--- config.mk ---
export PLATFORM = sky130hd
export DESIGN_NAME = load_store_sequencer
export DESIGN_NICKNAME = d
export VERILOG_FILES = /design/src/rtl/load_store_sequencer_pkg.sv /design/src/rtl/load_store_sequencer_align.sv /design/src/rtl/load_store_sequencer.sv
export SDC_FILE = /design/constraint.sdc
export NUM_CORES = 1
export LEC_CHECK = 0
export ABC_CLOCK_PERIOD_IN_PS = 4720
export CORE_UTILIZATION = 48
export CTS_CLUSTER_SIZE = 8
export DETAILED_ROUTE_END_ITERATION = 6
export GPL_ROUTABILITY_DRIVEN = 0
export PLACE_DENSITY = 0.86
export RECOVER_POWER = 50
export SLEW_MARGIN = 5
export SYNTH_ARGS = -nofsm -noshare
export SYNTH_HDL_FRONTEND = slang
export SYNTH_SLANG_ARGS = --single-unit
--- constraint.sdc ---
create_clock -name clk -period 4.72 [get_ports clk]
set_clock_uncertainty 0.2 [all_clocks]
set_input_delay 1.18 -clock clk [delete_from_list [all_inputs] [get_ports clk]]
set_output_delay 1.18 -clock clk [all_outputs]
set_load 0.02 [all_outputs]
--- src/rtl/load_store_sequencer_pkg.sv ---
// Shared op codes and size helpers for the load/store sequencer.
// Op encodings follow the rv32im funct3 values for loads and stores.
package load_store_sequencer_pkg;

    localparam int LOAD_OP_WIDTH  = 3;
    localparam int STORE_OP_WIDTH = 2;

    localparam logic [LOAD_OP_WIDTH-1:0] LOAD_OP_LB  = 3'd0;
    localparam logic [LOAD_OP_WIDTH-1:0] LOAD_OP_LH  = 3'd1;
    localparam logic [LOAD_OP_WIDTH-1:0] LOAD_OP_LW  = 3'd2;
    localparam logic [LOAD_OP_WIDTH-1:0] LOAD_OP_LBU = 3'd4;
    localparam logic [LOAD_OP_WIDTH-1:0] LOAD_OP_LHU = 3'd5;

    localparam logic [STORE_OP_WIDTH-1:0] STORE_OP_SB = 2'd0;
    localparam logic [STORE_OP_WIDTH-1:0] STORE_OP_SH = 2'd1;
    localparam logic [STORE_OP_WIDTH-1:0] STORE_OP_SW = 2'd2;

    // Access size in bytes (1/2/4); 0 marks an illegal op code.
    function automatic logic [2:0] access_bytes(
        input logic                      we,
        input logic [LOAD_OP_WIDTH-1:0]  load_op,
        input logic [STORE_OP_WIDTH-1:0] store_op
    );
        access_bytes = 3'd0;
        if (we) begin
            case (store_op)
                STORE_OP_SB: access_bytes = 3'd1;
                STORE_OP_SH: access_bytes = 3'd2;
                STORE_OP_SW: access_bytes = 3'd4;
                default:     access_bytes = 3'd0;
            endcase
        end else begin
            case (load_op)
                LOAD_OP_LB, LOAD_OP_LBU: access_bytes = 3'd1;
                LOAD_OP_LH, LOAD_OP_LHU: access_bytes = 3'd2;
                LOAD_OP_LW:              access_bytes = 3'd4;
                default:                 access_bytes = 3'd0;
            endcase
        end
    endfunction

    function automatic logic [3:0] size_mask(input logic [2:0] bytes);
        case (bytes)
            3'd1:    size_mask = 4'b0001;
            3'd2:    size_mask = 4'b0011;
            3'd4:    size_mask = 4'b1111;
            default: size_mask = 4'b0000;
        endcase
    endfunction

endpackage

--- src/rtl/load_store_sequencer_align.sv ---
// load_align_extend: picks the addressed byte/half/word out of a two-word
// window and sign- or zero-extends it according to the load op.
module load_align_extend
    import load_store_sequencer_pkg::*;
(
    input  logic [31:0]              word1_i,
    input  logic [31:0]              word0_i,
    input  logic [1:0]               offset_i,
    input  logic [LOAD_OP_WIDTH-1:0] load_op_i,
    output logic [31:0]              result_o
);

    logic [31:0] shifted;

    assign shifted = 32'({word1_i, word0_i} >> {offset_i, 3'b000});

    always_comb begin
        result_o = '0;
        case (load_op_i)
            LOAD_OP_LB:  result_o = {{24{shifted[7]}}, shifted[7:0]};
            LOAD_OP_LBU: result_o = {24'd0, shifted[7:0]};
            LOAD_OP_LH:  result_o = {{16{shifted[15]}}, shifted[15:0]};
            LOAD_OP_LHU: result_o = {16'd0, shifted[15:0]};
            LOAD_OP_LW:  result_o = shifted;
            default:     result_o = '0;
        endcase
    end

endmodule

--- src/rtl/load_store_sequencer.sv ---
// Multicycle load/store sequencer between the control FSM and the memory bus.
// Define LSU_MISALIGNED_EN to split word-crossing accesses; otherwise they error.
module load_store_sequencer
    import load_store_sequencer_pkg::*;
#(
    parameter int ADDR_WIDTH = 32
) (
    input  logic                      clk,
    input  logic                      reset,
    input  logic                      req_valid,
    output logic                      req_ready,
    input  logic                      req_we,
    input  logic [LOAD_OP_WIDTH-1:0]  req_load_op,
    input  logic [STORE_OP_WIDTH-1:0] req_store_op,
    input  logic [ADDR_WIDTH-1:0]     req_addr,
    input  logic [31:0]               req_wdata,
    output logic                      mem_valid,
    input  logic                      mem_ready,
    output logic [ADDR_WIDTH-1:0]     mem_addr,
    output logic [31:0]               mem_wdata,
    output logic [3:0]                mem_wstrb,
    input  logic [31:0]               mem_rdata,
    output logic                      rsp_valid,
    output logic [31:0]               rsp_rdata,
    output logic                      rsp_err
);

    typedef enum logic [1:0] {IDLE, ACC0, ACC1, RESP} state_e;

    state_e                   state_q, state_d;
    logic                     we_q, we_d;
    logic [LOAD_OP_WIDTH-1:0] load_op_q, load_op_d;
    logic [1:0]               off_q, off_d;
    logic                     err_q, err_d;
    logic [31:0]              word0_q, word0_d;
    logic [31:0]              word1_q, word1_d;
    logic [ADDR_WIDTH-1:0]    mem_addr_q, mem_addr_d;
    logic [31:0]              mem_wdata_q, mem_wdata_d;
    logic [3:0]               mem_wstrb_q, mem_wstrb_d;

    logic [2:0]  req_bytes;
    logic [3:0]  req_mask;
    logic [1:0]  req_off;
    logic        req_err;
    logic [31:0] load_result;

    assign req_bytes = access_bytes(req_we, req_load_op, req_store_op);
    assign req_mask  = size_mask(req_bytes);
    assign req_off   = req_addr[1:0];

`ifdef LSU_MISALIGNED_EN
    logic        cross_q, cross_d;
    logic [31:0] wdata_q, wdata_d;
    logic [3:0]  mask_q, mask_d;
    logic [3:0]  req_end;
    logic [31:0] hi_wdata;
    logic [3:0]  hi_wstrb;

    assign req_end  = {2'b00, req_off} + {1'b0, req_bytes};
    assign req_err  = (req_bytes == 3'd0);
    // Second beat carries the bytes and lanes that spilled past byte 3.
    assign hi_wdata = wdata_q >> (6'd32 - {1'b0, off_q, 3'b000});
    assign hi_wstrb = mask_q >> (3'd4 - {1'b0, off_q});
`else
    assign req_err = (req_bytes == 3'd0)
                   || ((req_bytes == 3'd2) && req_off[0])
                   || ((req_bytes == 3'd4) && (req_off != 2'd0));
`endif

    always_comb begin
        state_d     = state_q;
        we_d        = we_q;
        load_op_d   = load_op_q;
        off_d       = off_q;
        err_d       = err_q;
        word0_d     = word0_q;
        word1_d     = word1_q;
        mem_addr_d  = mem_addr_q;
        mem_wdata_d = mem_wdata_q;
        mem_wstrb_d = mem_wstrb_q;
`ifdef LSU_MISALIGNED_EN
        cross_d     = cross_q;
        wdata_d     = wdata_q;
        mask_d      = mask_q;
`endif
        case (state_q)
            IDLE: begin
                if (req_valid) begin
                    we_d      = req_we;
                    load_op_d = req_load_op;
                    off_d     = req_off;
                    err_d     = req_err;
                    word0_d   = '0;
                    word1_d   = '0;
`ifdef LSU_MISALIGNED_EN
                    cross_d   = (req_end > 4'd4);
                    wdata_d   = req_wdata;
                    mask_d    = req_mask;
`endif
                    if (req_err) begin
                        state_d = RESP;
                    end else begin
                        state_d     = ACC0;
                        mem_addr_d  = {req_addr[ADDR_WIDTH-1:2], 2'b00};
                        mem_wdata_d = req_we ? (req_wdata << {req_off, 3'b000}) : '0;
                        mem_wstrb_d = req_we ? (req_mask << req_off) : '0;
                    end
                end
            end
            ACC0: begin
                if (mem_ready) begin
                    word0_d = mem_rdata;
`ifdef LSU_MISALIGNED_EN
                    if (cross_q) begin
                        state_d     = ACC1;
                        mem_addr_d  = mem_addr_q + ADDR_WIDTH'(4);
                        mem_wdata_d = we_q ? hi_wdata : '0;
                        mem_wstrb_d = we_q ? hi_wstrb : '0;
                    end else begin
                        state_d     = RESP;
                        mem_addr_d  = '0;
                        mem_wdata_d = '0;
                        mem_wstrb_d = '0;
                    end
`else
                    state_d     = RESP;
                    mem_addr_d  = '0;
                    mem_wdata_d = '0;
                    mem_wstrb_d = '0;
`endif
                end
            end
            ACC1: begin
`ifdef LSU_MISALIGNED_EN
                if (mem_ready) begin
                    word1_d     = mem_rdata;
                    state_d     = RESP;
                    mem_addr_d  = '0;
                    mem_wdata_d = '0;
                    mem_wstrb_d = '0;
                end
`else
                state_d = IDLE;
`endif
            end
            RESP:    state_d = IDLE;
            default: state_d = IDLE;
        endcase
    end

    always_ff @(posedge clk) begin
        if (reset) begin
            state_q     <= IDLE;
            we_q        <= 1'b0;
            load_op_q   <= '0;
            off_q       <= '0;
            err_q       <= 1'b0;
            word0_q     <= '0;
            word1_q     <= '0;
            mem_addr_q  <= '0;
            mem_wdata_q <= '0;
            mem_wstrb_q <= '0;
`ifdef LSU_MISALIGNED_EN
            cross_q     <= 1'b0;
            wdata_q     <= '0;
            mask_q      <= '0;
`endif
        end else begin
            state_q     <= state_d;
            we_q        <= we_d;
            load_op_q   <= load_op_d;
            off_q       <= off_d;
            err_q       <= err_d;
            word0_q     <= word0_d;
            word1_q     <= word1_d;
            mem_addr_q  <= mem_addr_d;
            mem_wdata_q <= mem_wdata_d;
            mem_wstrb_q <= mem_wstrb_d;
`ifdef LSU_MISALIGNED_EN
            cross_q     <= cross_d;
            wdata_q     <= wdata_d;
            mask_q      <= mask_d;
`endif
        end
    end

    load_align_extend u_align (
        .word1_i   (word1_q),
        .word0_i   (word0_q),
        .offset_i  (off_q),
        .load_op_i (load_op_q),
        .result_o  (load_result)
    );

    // Handshake: a request is taken when req_valid && req_ready; the bus beat
    // completes when mem_valid && mem_ready; rsp_valid is a single-cycle pulse.
    assign req_ready = (state_q == IDLE) && !reset;
    assign mem_valid = (state_q == ACC0) || (state_q == ACC1);
    assign mem_addr  = mem_addr_q;
    assign mem_wdata = mem_wdata_q;
    assign mem_wstrb = mem_wstrb_q;
    assign rsp_valid = (state_q == RESP);
    assign rsp_err   = (state_q == RESP) && err_q;
    assign rsp_rdata = ((state_q == RESP) && !err_q && !we_q) ? load_result : '0;

endmodule

==> Word-level counts from Yosys, hierarchy flattened <==
Cells that the tools add are included.
{ "classes": {"eq_ne": 19, "n_reduce_logical": 26, "mux": 26, "n_shift": 3} }
{ "op_table": {"columns": ["cell", "n"], "rows": [
  ["2-to-1 mux 32 bit", 9],
  ["one-hot mux 32 bit (2 select lines)", 3],
  ["one-hot mux 32 bit (5 select lines)", 1],
  ["left shift 32 x 5 -> 32 bit", 1],
  ["right shift 32 x 5 -> 32 bit", 1],
  ["one-hot mux 3 bit (3 select lines)", 2],
  ["2-to-1 mux 4 bit", 4],
  ["equality test 3 bit (second input constant)", 5],
  ["one-hot mux 4 bit (3 select lines)", 1],
  ["equality test 3 x 1 -> 1 bit (second input constant)", 3],
  ["equality test 3 x 2 -> 1 bit (second input constant)", 3],
  ["logical NOT 3 bit", 3],
  ["one-hot mux 4 bit (2 select lines)", 1],
  ["equality test 2 bit (second input constant)", 3],
  ["logical AND 1 bit", 6],
  ["2-to-1 mux 2 bit", 3],
  ["inequality test 2 bit (second input constant)", 3],
  ["one-hot mux 2 bit (3 select lines)", 1],
  ["OR reduction 2 bit", 3],
  ["equality test 2 x 1 -> 1 bit (second input constant)", 2],
  ["logical NOT 2 bit", 2],
  ["AND reduction 2 bit", 2],
  ["AND reduction 4 bit", 1],
  ["nonzero test 2 bit", 2],
  ["5 further kinds", 9]
]} }
{ "totals": {"in_bits": 106, "ff_bits": 109, "out_inout_bits": 104, "wordCells": 83} }

==> Depth between registers and ports, before layout <==
{ "logic_depth": {"ltp_word": 11, "ltp_mapped": 10, "ltp_nobuf": 7} }

==> Cells and area by module <==
Synthesis repeated with hierarchy kept, for this count alone.
{ "unflattened": {"hier_cells": 652, "area_unflattened_um2": 5952.0} }
{ "by_module_without_submodules": {"columns": ["mod", "seq_area_each_um2", "cells_per_inst", "n_inst", "area_each_um2"], "rows": [
  ["load_store_sequencer", 2142.1, 535, 1, 4732.0],
  ["load_align_extend", 0.0, 117, 1, 1219.9]
]} }

==> Worst setup path after synthesis <==
No wires, ideal clock.
{ "synth_timing": {"path_kind": "in2out", "from": "input reset", "to": "output req_ready", "path_slack_ns": 1.471, "n_path_buf": 2, "t_arrival_ns": 1.869, "cell_stages": 3, "required_time_ns": 3.340, "path_cell_list": "clkbuf_1 > clkbuf_1 > nor2b_1"} }
{ "synth_via": {"elab_chain_len": 2} }
{ "synth_lines": {"columns": ["item", "line", "rtl"], "rows": [
  ["start, declared", "load_store_sequencer.sv:9", "input logic reset,"],
  ["logical NOT 1 bit", "load_store_sequencer.sv:197", "assign req_ready = (state_q == IDLE) && !reset;"],
  ["logical AND 1 bit", "load_store_sequencer.sv:197", null],
  ["end, declared", "load_store_sequencer.sv:11", "output logic req_ready,"]
]} }
Every way passes these cells.

==> Final worst setup path <==
{ "layout_timing": {"from": "register off_q[1]", "to": "output rsp_rdata[8]"} }
{ "layout_via": {"elab_chain_len": 3} }
{ "layout_lines": {"columns": ["item", "line", "rtl"], "rows": [
  ["start, declared", "load_store_sequencer.sv:33", "logic [1:0] off_q, off_d;"],
  ["start signal, assigned", "load_store_sequencer.sv:156", "off_q <= '0;"],
  ["start signal, assigned", "load_store_sequencer.sv:172", "off_q <= off_d;"],
  ["right shift 32 x 5 -> 32 bit", "load_store_sequencer_align.sv:15", "assign shifted = 32'({word1_i, word0_i} >> {offset_i, 3'b000});"],
  ["one-hot mux 32 bit (5 select lines)", "load_store_sequencer_align.sv:19", "case (load_op_i)"],
  ["2-to-1 mux 32 bit", "load_store_sequencer.sv:204", "assign rsp_rdata = ((state_q == RESP) && !err_q && !we_q) ? load_result : '0;"],
  ["end, declared", "load_store_sequencer.sv:24", "output logic [31:0] rsp_rdata,"]
]} }
Every way passes these cells.

==> metrics.md <==
| Metric | Value |
|---|---|
| Status | `finished, violations left` |
| Violated checks | `max-capacitance violations, max-slew violations` |
| Vias | `6037` |
| Synthesized area | `about 5600 um2` |
| Clock slew at reported path FFs | `0.07 ns` |
| CP delay by family, top | `buffers and inverters` |
| Area growth, synth to finish | `41.1%` |
| Worst hold path class | `reg -> reg` |
| Least-Margin Pin Slew | `2.21 ns` |
| CTS max path bufs | `2` |
| Post-detail-place hpwl | `12500 um` |
| IO Count | `210` |
| Mapped Avg Cell Area | `8.03 um2` |
| Leakage | `2.88 nW` |
| CTS Sinks | `107` |
| Seq pwr share | `34.8%` |
| Hold_buf cts | `0` |
| Maximum vdd ir drop | `301 uV` |
| Die Ht | `110 um` |
| Area occupied by multi-input gates | `3070 um2` |
| Final wirelength | `18100 um` |
| CP Cell Sequence | `mux2i_1, mux2_2, or4_1, a21oi_1, clkdlybuf4s50_1` |
| Gate Count Post-Synth | `around 700` |
| Worst slack, placed | `0.827 ns` |
| Initial antenna violation count | `0` |
| Register area | `2140 um2` |
| Leading cell type in the layout, fill and taps excluded | `clkdlybuf4s50_1` |
| Most frequent cells in the layout | `clkdlybuf4s50_1, dfxtp_1, a21oi_1` |
| CP Data Required Time | `3.34 ns` |
| Pwr Total | `3.16 mW` |
| Die Width | `110 um` |
| CTS tree | `built` |
| Crit-path slowest cell | `clkdlybuf4s50_1` |
| IO Port Bufs | `207` |
| Startpoint Class | `register` |
| Total grt overflow | `0` |
| Clk pwr share | `25.4%` |
| Combinational share of power | `39.8%` |
| Slew Limit Fails | `108` |
| # setup viols final | `0` |
| Min Hold Slack | `0.263 ns` |
| First-pass GRT wire length | `28200 um` |
| Setup CP Type | `reg -> out` |
| Remaining DRCs | `0` |
| Switching Power | `1.23 mW` |
| Final Cycle Share | `87.0%` |
| Seq/Total Area, Yosys | `about two fifths` |
| Finished Core Util | `69.3%` |
| Crit path arrival time | `2.73 ns` |
| GR Util All Layers | `29.9%` |
| Flops & latches, synth | `107` |
| Final Hold Fails | `0` |
| Ys async rst share | `0%` |
| Max Clk Rate | `~240 MHz` |
| Drt initial violations | `750` |
| Post-Layout Cell Count | `1004` |
| Post-DRT Antenna Nets | `0` |
| Crit-path max FO | `8` |
| Final net count | `between 900 and 1000` |
| WL/cell | `18.0 um` |
| CTS Root Cell | `clkbuf_16` |
| Post-placement cell count | `around 1000` |
| Clock Latency Late Sink | `0.34 ns` |
| Setup crit end kind | `output pin` |
| Fill count | `914` |
| Unrepaired setup endpoints after global routing | `no` |
| Largest net degree at the start of global routing | `approximately 110` |
| CP max stage delay | `0.63 ns` |
| Vias in the first global route | `approximately 5600` |
| Final std cell area, no fill | `a little under 8000 um2` |
| Syn. warnings | `0` |
| Post-synth top flop | `dfxtp_1` |
| Slew Limit Headroom | `-47.4%` |
| First-pass detailed-route iteration total | `5` |
| Vias per cell | `6.01` |
| Post-CTS Setup Repair Bufs | `0` |
| CTS buffer count | `9` |
| Ant diodes | `0` |
| Die area | `roughly 12000 um2` |
| Initial Util | `~50%` |
| Pwr Density | `~400 nW/um2` |
| # Max-Cap Violations | `1` |
| Area post-placement | `7600 um2` |
| Bufs and invs on worst path | `1` |
| Minimum clock period | `4.11 ns` |
| Post-route setup TNS | `0 ns` |
| Int Power | `between 1.5 and 2 mW` |
| Layout cell share with drive strength beyond 1 | `7.20%` |
| Distinct cells, synth | `43` |
| Final worst slack | `0.612 ns` |
| Core Footprint | `11400 um2` |
| Post_cts resized | `0` |
| H-tree levels | `3` |
| Site row count | `39` |
| Post-synth EDFFs | `0` |
| Sw Share | `38.8%` |
## synth_stat cells, types with 5 or more instances
| cell | number | area share, % |
|---|---|---|
| dfxtp_1 | 107 | 38 |
| mux2i_1 | 36 | 6.4 |
| o22ai_1 | 8 | 0.89 |
| o221ai_1 | 8 | 1.2 |
| a21oi_1 | 98 | 8.7 |
| nor2_1 | 68 | 4.6 |
| a211oi_1 | 15 | 2.0 |
| buf_4 | 9 | 1.2 |
| nor2b_1 | 12 | 1.3 |
| buf_6 | 5 | 1.0 |
| nand3_1 | 94 | 8.4 |
| o211ai_1 | 9 | 1.2 |
| nand3_2 | 10 | 1.8 |
| clkbuf_1 | 35 | 2.3 |
| mux2_2 | 10 | 2.0 |
| o21ai_0 | 21 | 1.9 |
| a22oi_1 | 33 | 4.4 |
| buf_2 | 24 | 2.1 |
| nand4_1 | 10 | 1.1 |
| nand2_1 | 48 | 3.2 |
## registers in the layout, summed over array words and instances, names as in the netlist
signal	flops
err_q	1
load_op_q	3
mem_addr	30
mem_wdata	32
mem_wstrb	4
off_q	2
state_q	2
we_q	1
word0_q	32
## metal layers
layer	part of all wire (%)	global-route usage (%)	up-vias
met2	49	50.0	362
met5	0	0	-
met1	38	35.4	2805
met3	10	9.05	49
li1	-	-	2821
met4	2.9	13.2	0
## layout make-up
class / count / area share, %
Clock inverter: 7 / 1.15
Timing Repair Buffer: 222 / 27.7
Inverter: 5 / 0.237
Sequential cell: 107 / 27.1
Tap cell: 143 / 2.26
Clock buffer: 9 / 2.85
Multi-Input combinational cell: 511 / 38.8
## final timing paths
path / from / to / slack, ns / depth (start not counted)
hold reg to reg: mem_addr[14] / mem_addr[14] / 0.26 / 2
hold / removal: mem_addr[14] / mem_addr[14] / 0.26 / 2
setup / recovery: off_q[1] / rsp_rdata[8] / 0.61 / 5
setup reg to reg: state_q[1] / mem_wdata[16] / 1.78 / 9
## worst reg2reg max path: cells and delay by family, from the launching register on
kind                     cells  cell delay [ns]
adder cells (fa/ha/maj)      1             0.54
flip-flops                   1             0.34
AO/OA/AOI/OAI                1             0.19
AND/OR/NAND/NOR              4             0.66
buffers and inverters        3             0.90
## kinds of logic (layout without fill, tap and decap cells)
kind of cell             count (synthesis)  after routing  share of synthesized area, %
AO/OA/AOI/OAI                          201            201                          22.0
adder cells (fa/ha/maj)                  4              4                         0.892
buffers and inverters                   81            243                          7.43
flip-flops                             107            107                          38.2
multiplexers                            46             46                          8.43
other                                    1              2                        0.0669
AND/OR/NAND/NOR                        258            258                          23.0
## power by group through the flow
stage	Clock [mW]	Combinational, mW	Sequential, mW
detailed placement	0	1.27	1.12
floorplan	0	0.799	1.17
finish	0.805	1.26	1.10
global placement	0	1.23	1.11
CTS	0.817	1.27	1.10
global route	0.850	1.36	1.11
(Power assumes the default switching activity.)
